$ cat config.mk
export PLATFORM = sky130hd
export DESIGN_NAME = wavetable_interp_seq_flat
export DESIGN_NICKNAME = d
export VERILOG_FILES = /design/src/rtl/wavetable_interp_seq_if.sv /design/src/rtl/wavetable_interp_seq.sv /design/src/flat_wrapper.sv
export SDC_FILE = /design/constraint.sdc
export NUM_CORES = 1
export LEC_CHECK = 0
export BUFFER_PORTS_ARGS = -buffer_cell sky130_fd_sc_hd__buf_4
export CAP_MARGIN = 20
export CELL_PAD_IN_SITES_DETAIL_PLACEMENT = 1
export CELL_PAD_IN_SITES_GLOBAL_PLACEMENT = 1
export CORE_MARGIN = 2
export CORE_UTILIZATION = 39
export DETAILED_ROUTE_END_ITERATION = 8
export PLACE_DENSITY = 0.87
export SYNTH_ARGS = -nofsm -noshare
export SYNTH_HDL_FRONTEND = slang
export SYNTH_SLANG_ARGS = --single-unit
$ cat constraint.sdc
create_clock -name i_clk -period 6.34 [get_ports i_clk]
set_input_delay 1.268 -clock i_clk [delete_from_list [all_inputs] [get_ports i_clk]]
set_output_delay 1.268 -clock i_clk [all_outputs]
set_load 0.05 [all_outputs]
$ cat src/rtl/wavetable_interp_seq_if.sv
// rtl/wavetable_interp_seq_if.sv - wavetable memory read port and output sample handshake
//
// Purpose: bundles the table RAM read port and the downstream valid/ready sample
// stream of wavetable_interp_seq.
// Signals:
//   o_mem_rd / o_mem_addr : table read strobe and address (sequencer -> RAM)
//   i_mem_data            : signed read data, valid one cycle after o_mem_rd
//   o_sample / o_valid    : registered interpolated sample and its valid flag
//   i_ready               : downstream accept; transfer when o_valid && i_ready
// Modports: master = sequencer side, slave = RAM/downstream side.
interface wavetable_interp_seq_if #(
    parameter int WIDTH     = 8,
    parameter int PRECISION = 16,
    parameter int ADDR_W    = 4
);
    logic                           o_mem_rd;
    logic [ADDR_W-1:0]              o_mem_addr;
    logic signed [WIDTH-1:0]        i_mem_data;
    logic [WIDTH+PRECISION-1:0]     o_sample;
    logic                           o_valid;
    logic                           i_ready;

    modport master (
        output o_mem_rd, o_mem_addr, o_sample, o_valid,
        input  i_mem_data, i_ready
    );

    modport slave (
        input  o_mem_rd, o_mem_addr, o_sample, o_valid,
        output i_mem_data, i_ready
    );
endinterface

$ cat src/rtl/wavetable_interp_seq.sv
// rtl/wavetable_interp_seq.sv - wavetable fetch/interpolate sequencer with phase accumulator
//
// Purpose: a phase accumulator picks table entries idx and idx+1 plus a fractional
// control word; the block fetches both samples, presents them to an external
// combinational interpolator, registers the result and delivers it on valid/ready.
// Ports:
//   i_clk, i_rst_n             : clock, synchronous active-low reset
//   i_en                       : run continuously while high
//   i_phase_inc                : phase step, applied when the sample is interpolated
//   i_phase_load, i_phase_init : one-cycle phase load strobe and value
//   bus                        : memory read port and output sample stream (master)
//   o_lin_low/high/ctrl        : interpolator operands (table[idx], table[idx+1], frac)
//   i_lin_out                  : interpolator result
//   o_busy                     : sequencer not idle
module wavetable_interp_seq #(
    parameter int WIDTH     = 8,
    parameter int PRECISION = 16,
    parameter int ADDR_W    = 4
) (
    input  logic                            i_clk,
    input  logic                            i_rst_n,
    input  logic                            i_en,
    input  logic [ADDR_W+PRECISION-1:0]     i_phase_inc,
    input  logic                            i_phase_load,
    input  logic [ADDR_W+PRECISION-1:0]     i_phase_init,
    wavetable_interp_seq_if.master          bus,
    output logic signed [WIDTH-1:0]         o_lin_low,
    output logic signed [WIDTH-1:0]         o_lin_high,
    output logic [PRECISION-1:0]            o_lin_ctrl,
    input  logic [WIDTH+PRECISION-1:0]      i_lin_out,
    output logic                            o_busy
);
    localparam int PHASE_W = ADDR_W + PRECISION;

    typedef enum logic [2:0] {
        IDLE     = 3'd0,
        FETCH_LO = 3'd1,
        FETCH_HI = 3'd2,
        WAIT_HI  = 3'd3,
        INTERP   = 3'd4,
        OUT      = 3'd5
    } state_t;

    state_t                     state_q, state_d;
    logic [PHASE_W-1:0]         phase_q, phase_d;
    logic signed [WIDTH-1:0]    low_q, low_d;
    logic signed [WIDTH-1:0]    high_q, high_d;
    logic [WIDTH+PRECISION-1:0] sample_q, sample_d;
    logic                       valid_q, valid_d;
    logic                       mem_rd_q, mem_rd_d;
    logic [ADDR_W-1:0]          mem_addr_q, mem_addr_d;
    logic [ADDR_W-1:0]          idx_next;

    // Index taken from the next phase so a load coinciding with entry into
    // FETCH_LO already addresses the newly loaded position.
    assign idx_next = phase_d[PHASE_W-1:PRECISION];

    always_comb begin
        state_d    = state_q;
        phase_d    = phase_q;
        low_d      = low_q;
        high_d     = high_q;
        sample_d   = sample_q;
        valid_d    = valid_q;
        mem_rd_d   = 1'b0;
        mem_addr_d = mem_addr_q;

        case (state_q)
            IDLE:     if (i_en) state_d = FETCH_LO;
            FETCH_LO: state_d = FETCH_HI;
            FETCH_HI: begin
                low_d   = bus.i_mem_data;
                state_d = WAIT_HI;
            end
            WAIT_HI: begin
                high_d  = bus.i_mem_data;
                state_d = INTERP;
            end
            INTERP: begin
                sample_d = i_lin_out;
                valid_d  = 1'b1;
                phase_d  = phase_q + i_phase_inc;
                state_d  = OUT;
            end
            OUT: begin
                if (bus.i_ready) begin
                    valid_d = 1'b0;
                    state_d = i_en ? FETCH_LO : IDLE;
                end
            end
            default: state_d = IDLE;
        endcase

        // A load always wins. While a sample is being assembled it is thrown
        // away; in IDLE/OUT only the phase changes and any pending sample stays.
        if (i_phase_load) begin
            phase_d = i_phase_init;
            if (state_q inside {FETCH_LO, FETCH_HI, WAIT_HI, INTERP}) begin
                low_d    = low_q;
                high_d   = high_q;
                sample_d = sample_q;
                valid_d  = valid_q;
                state_d  = i_en ? FETCH_LO : IDLE;
            end
        end

        // Read strobe/address are registered against the state being entered.
        if (state_d == FETCH_LO) begin
            mem_rd_d   = 1'b1;
            mem_addr_d = idx_next;
        end else if (state_d == FETCH_HI) begin
            mem_rd_d   = 1'b1;
            mem_addr_d = ADDR_W'(idx_next + 1'b1);
        end
    end

    always_ff @(posedge i_clk) begin
        if (!i_rst_n) begin
            state_q    <= IDLE;
            phase_q    <= '0;
            low_q      <= '0;
            high_q     <= '0;
            sample_q   <= '0;
            valid_q    <= 1'b0;
            mem_rd_q   <= 1'b0;
            mem_addr_q <= '0;
        end else begin
            state_q    <= state_d;
            phase_q    <= phase_d;
            low_q      <= low_d;
            high_q     <= high_d;
            sample_q   <= sample_d;
            valid_q    <= valid_d;
            mem_rd_q   <= mem_rd_d;
            mem_addr_q <= mem_addr_d;
        end
    end

    assign bus.o_mem_rd   = mem_rd_q;
    assign bus.o_mem_addr = mem_addr_q;
    assign bus.o_sample   = sample_q;
    assign bus.o_valid    = valid_q;
    assign o_lin_low      = low_q;
    assign o_lin_high     = high_q;
    assign o_lin_ctrl     = phase_q[PRECISION-1:0];
    assign o_busy         = (state_q != IDLE);
endmodule
$ cat src/flat_wrapper.sv
// flat-port wrapper written by rule: the top's interface ports become plain ports
module wavetable_interp_seq_flat 
#(
    parameter int WIDTH     = 8,
    parameter int PRECISION = 16,
    parameter int ADDR_W    = 4
)
  (i_clk, i_rst_n, i_en, i_phase_inc, i_phase_load, i_phase_init, o_lin_low, o_lin_high, o_lin_ctrl, i_lin_out, o_busy, bus_o_mem_rd, bus_o_mem_addr, bus_o_sample, bus_o_valid, bus_i_mem_data, bus_i_ready);
  wavetable_interp_seq_if #(.WIDTH(WIDTH), .PRECISION(PRECISION), .ADDR_W(ADDR_W)) bus_i ();
  input  logic i_clk;
  input  logic i_rst_n;
  input  logic i_en;
  input  logic [ADDR_W+PRECISION-1:0] i_phase_inc;
  input  logic i_phase_load;
  input  logic [ADDR_W+PRECISION-1:0] i_phase_init;
  output logic signed [WIDTH-1:0] o_lin_low;
  output logic signed [WIDTH-1:0] o_lin_high;
  output logic [PRECISION-1:0] o_lin_ctrl;
  input  logic [WIDTH+PRECISION-1:0] i_lin_out;
  output logic o_busy;
  output wire logic [$bits(bus_i.o_mem_rd)-1:0] bus_o_mem_rd;
  output wire logic [$bits(bus_i.o_mem_addr)-1:0] bus_o_mem_addr;
  output wire logic [$bits(bus_i.o_sample)-1:0] bus_o_sample;
  output wire logic [$bits(bus_i.o_valid)-1:0] bus_o_valid;
  input wire logic [$bits(bus_i.i_mem_data)-1:0] bus_i_mem_data;
  input wire logic [$bits(bus_i.i_ready)-1:0] bus_i_ready;
  assign bus_o_mem_rd = bus_i.o_mem_rd;
  assign bus_o_mem_addr = bus_i.o_mem_addr;
  assign bus_o_sample = bus_i.o_sample;
  assign bus_o_valid = bus_i.o_valid;
  assign bus_i.i_mem_data = bus_i_mem_data;
  assign bus_i.i_ready = bus_i_ready;
  wavetable_interp_seq #(.WIDTH(WIDTH), .PRECISION(PRECISION), .ADDR_W(ADDR_W)) u_core (.i_clk(i_clk), .i_rst_n(i_rst_n), .i_en(i_en), .i_phase_inc(i_phase_inc), .i_phase_load(i_phase_load), .i_phase_init(i_phase_init), .bus(bus_i), .o_lin_low(o_lin_low), .o_lin_high(o_lin_high), .o_lin_ctrl(o_lin_ctrl), .i_lin_out(i_lin_out), .o_busy(o_busy));
endmodule
==> results.md <==
* Final hold violation count at 0
* Hold Path Class: reg2reg
* Antenna viol nets, final at 0
* Final WL at 12400 µm
* Global-route usage over all layers at 0.227
* Largest net degree at the start of global routing at 70
* Grt total ovfl at 0
* Min Hold Slack at 0.468 ns
* IO Count at 140
* First-pass GRT wire length at 20400 µm
* Fin crit share at 0.592
* Post-synth EDFFs at 0
* DRC viols at 0
* TNS Setup at 0 ns
* Max cap viols at 0
* Wire per inst at 16.6 µm
* Share of cells above drive strength 1 at 0.279
* Peak fanout along the critical path at 28
* Static leakage at 2.30 nW
* Unrepaired setup endpoints after global routing: false
* Syn Area/Cell at 8.01 µm²
* First drt pass iteration count at 4
* Post-CTS Resized at 0
* Starting Density at 0.405
* Top cell type's share of synthesized area at 0.347
* Leading area contributor after synthesis: dfxtp_1
* Ys async rst share at 0
* Vias in the first global route at 4201
* Status: complete, no violations
* Register area share after synthesis at 0.347
* Main flop type after synthesis: dfxtp_1
* Fmax at 266 MHz
* # rows at 36
* Critical path class: in2reg
* Count of cell types in the netlist at 53
* Synth warnings at 0
* Finish-stage setup viols at 0
* Max stage delay cell, worst path: clkinv_1
* Maximum vdd drop at 0.000152 V
* Reg2Reg Setup Slack at 3.26 ns
* Root buffer cell: clkbuf_8
* H-tree Lvls at 3
* Min Clock Period, post-route at 3.75 ns
* Die W at 105 µm
* CP Data Required Time at 6.62 ns
* HPWL Detailed at 9300 µm
* Arrival time worst endpoint at 4.04 ns
* Die height at 105 µm
* Core Util, Final at 0.529
* Slew @ Worst Pin at 0.763 ns
* Commonest cells post-synth: nand2_1, dfxtp_1, a21boi_0
* Design Area, Final at 5200 µm²
* Fin cells at 745
* Setup Skew at 0.00652 ns
* Max Slew Vio Count at 0
* Area after DPL at 4980 µm²
* DR vias/cell at 5.27
* # diodes at 0
* Final Wtd Congestion at 0.782
* PwrDens at 206 nW/µm²
* Initial antenna violation count at 0
* Top-count cell post-synth: nand2_1
* Via count at 3927
* Core Region at 9820 µm²
* Critical path cell sequence: buf_4 -> clkinv_1 -> nand2_1 -> buf_4 -> nor3_1 -> o211a_1 -> a311oi_4 -> ha_1 -> nand2_1 -> o21ai_0 -> a22oi_1 -> nor2b_1
* Multi-input logic area at 2350 µm²
* Mapped Nets at 594
* Worst-path clk slew at 0.07 ns
* CTS Sinks at 69
* Drt initial violations at 171
* Crit. End Element: register
* Cts bufs inserted at 9
* Worst setup SP type: input port
* P&R area growth vs syn at 30.7%
* Nets at 706
* CTS tree: built
* Cells after Synth at 496
* Port bufs at 139
* Register area at 1380 µm²
* Hold-fix buffers, CTS at 0
* Worst-case clock buffer depth at 2
* DIE AREA at 11000 µm²
* Worst skew pair latency at 0.35 ns
* Post-CTS setup buffers at 0
* Mapped Area at 3980 µm²
* Slew headroom at 0.488
* Top cell family by delay on the critical path: buffers and inverters
* Placed instance count at 729
* Top cells by area, synth: dfxtp_1, nand2_1, a21boi_0
* Worst Path Buf+Inv at 3
* CP peak stage delay at 0.69 ns
* Fill cells at 1257
* Synthesized flop and latch total at 69
-- path summary, 6_finish.rpt --
path / start / cells past startpoint / end
worst max-delay path: i_phase_load / 12 / u_core.bus.o_mem_addr[2]
worst min-delay path: u_core.bus.o_sample[18] / 2 / u_core.bus.o_sample[18]
worst max register to register: u_core.phase_q[0] / 14 / u_core.bus.o_mem_addr[2]
worst min register to register: u_core.bus.o_sample[18] / 2 / u_core.bus.o_sample[18]
-- layer usage --
metal	vias up	share of wire	global-route usage
met5	-	0	0
met4	0	0.012	0.0543
met3	10	0.068	0.0792
met2	106	0.49	0.393
met1	1882	0.43	0.268
li1	1929	-	-
-- cell families after synthesis --
group / synth area share
AOI/OAI and AO/OA: 0.271
buffers and inverters: 0.0611
adders and majority gates: 0.0680
xor gates and xnor gates: 0.0308
and+or+nand+nor: 0.221
DFF: 0.347
-- worst reg2reg max path: cells and delay by family, from the launching register on --
family	cells	cell delay, ns
flip-flops	1	0.38
adder cells (fa/ha/maj)	3	0.80
buffers and inverters	1	0.06
AO/OA/AOI/OAI	6	1.32
AND/OR/NAND/NOR	4	0.47
-- through the flow --
step / setup slack, ns / total power [mW]
3_3_place_gp: 2.35 / 0.700
4_1_cts: 2.59 / 1.08
6_report: 2.59 / 1.07
3_5_place_dp: 2.19 / 0.710
2_1_floorplan: 2.79 / 0.631
5_1_grt: 2.31 / 1.12
-- cells in the final DEF (no fill, tap or decap), types with 2 or more instances in the layout --
master / count
clkinv_2: 2
clkbuf_8: 11
nand2b_1: 6
ha_1: 20
a31oi_1: 2
o211ai_2: 2
o21ai_0: 28
o211ai_1: 8
a21o_1: 8
nor3_1: 4
nand2_1: 118
nand3b_1: 2
buf_4: 141
and4_1: 2
a31o_1: 2
and2_1: 7
or2_2: 2
o22ai_1: 2
xnor2_1: 8
a22oi_1: 2
nand3_1: 8
xor2_1: 6
nor2b_1: 9
and3_1: 7
or3_1: 3
inv_1: 5
nor2_1: 14
dfxtp_1: 69
o211a_1: 7
a21oi_1: 38
a21boi_0: 44
-- power by group --
group          total (mW)  switching, mW  internal, mW
logic               0.243          0.139         0.103
registers           0.458         0.0121         0.446
clock network       0.371          0.171         0.200
-- sequential cells by signal (all words and copies together) (netlist names) --
signal / count
u_core.state_q: 3
u_core.bus.o_sample: 24
u_core.o_lin_high: 8
u_core.phase_q: 20
u_core.bus.o_valid: 1
u_core.bus.o_mem_rd: 1
u_core.bus.o_mem_addr: 4
u_core.o_lin_low: 8
-- final cells by class --
type / count / share of cell area
clock buffers: 11 / 0.0291
repair buffers: 142 / 0.207
flip-flops and latches: 69 / 0.266
inverters: 6 / 0.00433
well taps: 133 / 0.0320
clock inverters: 4 / 0.00915
multi-input cells: 380 / 0.453
Note: power is estimated with default switching activity, not from simulation.
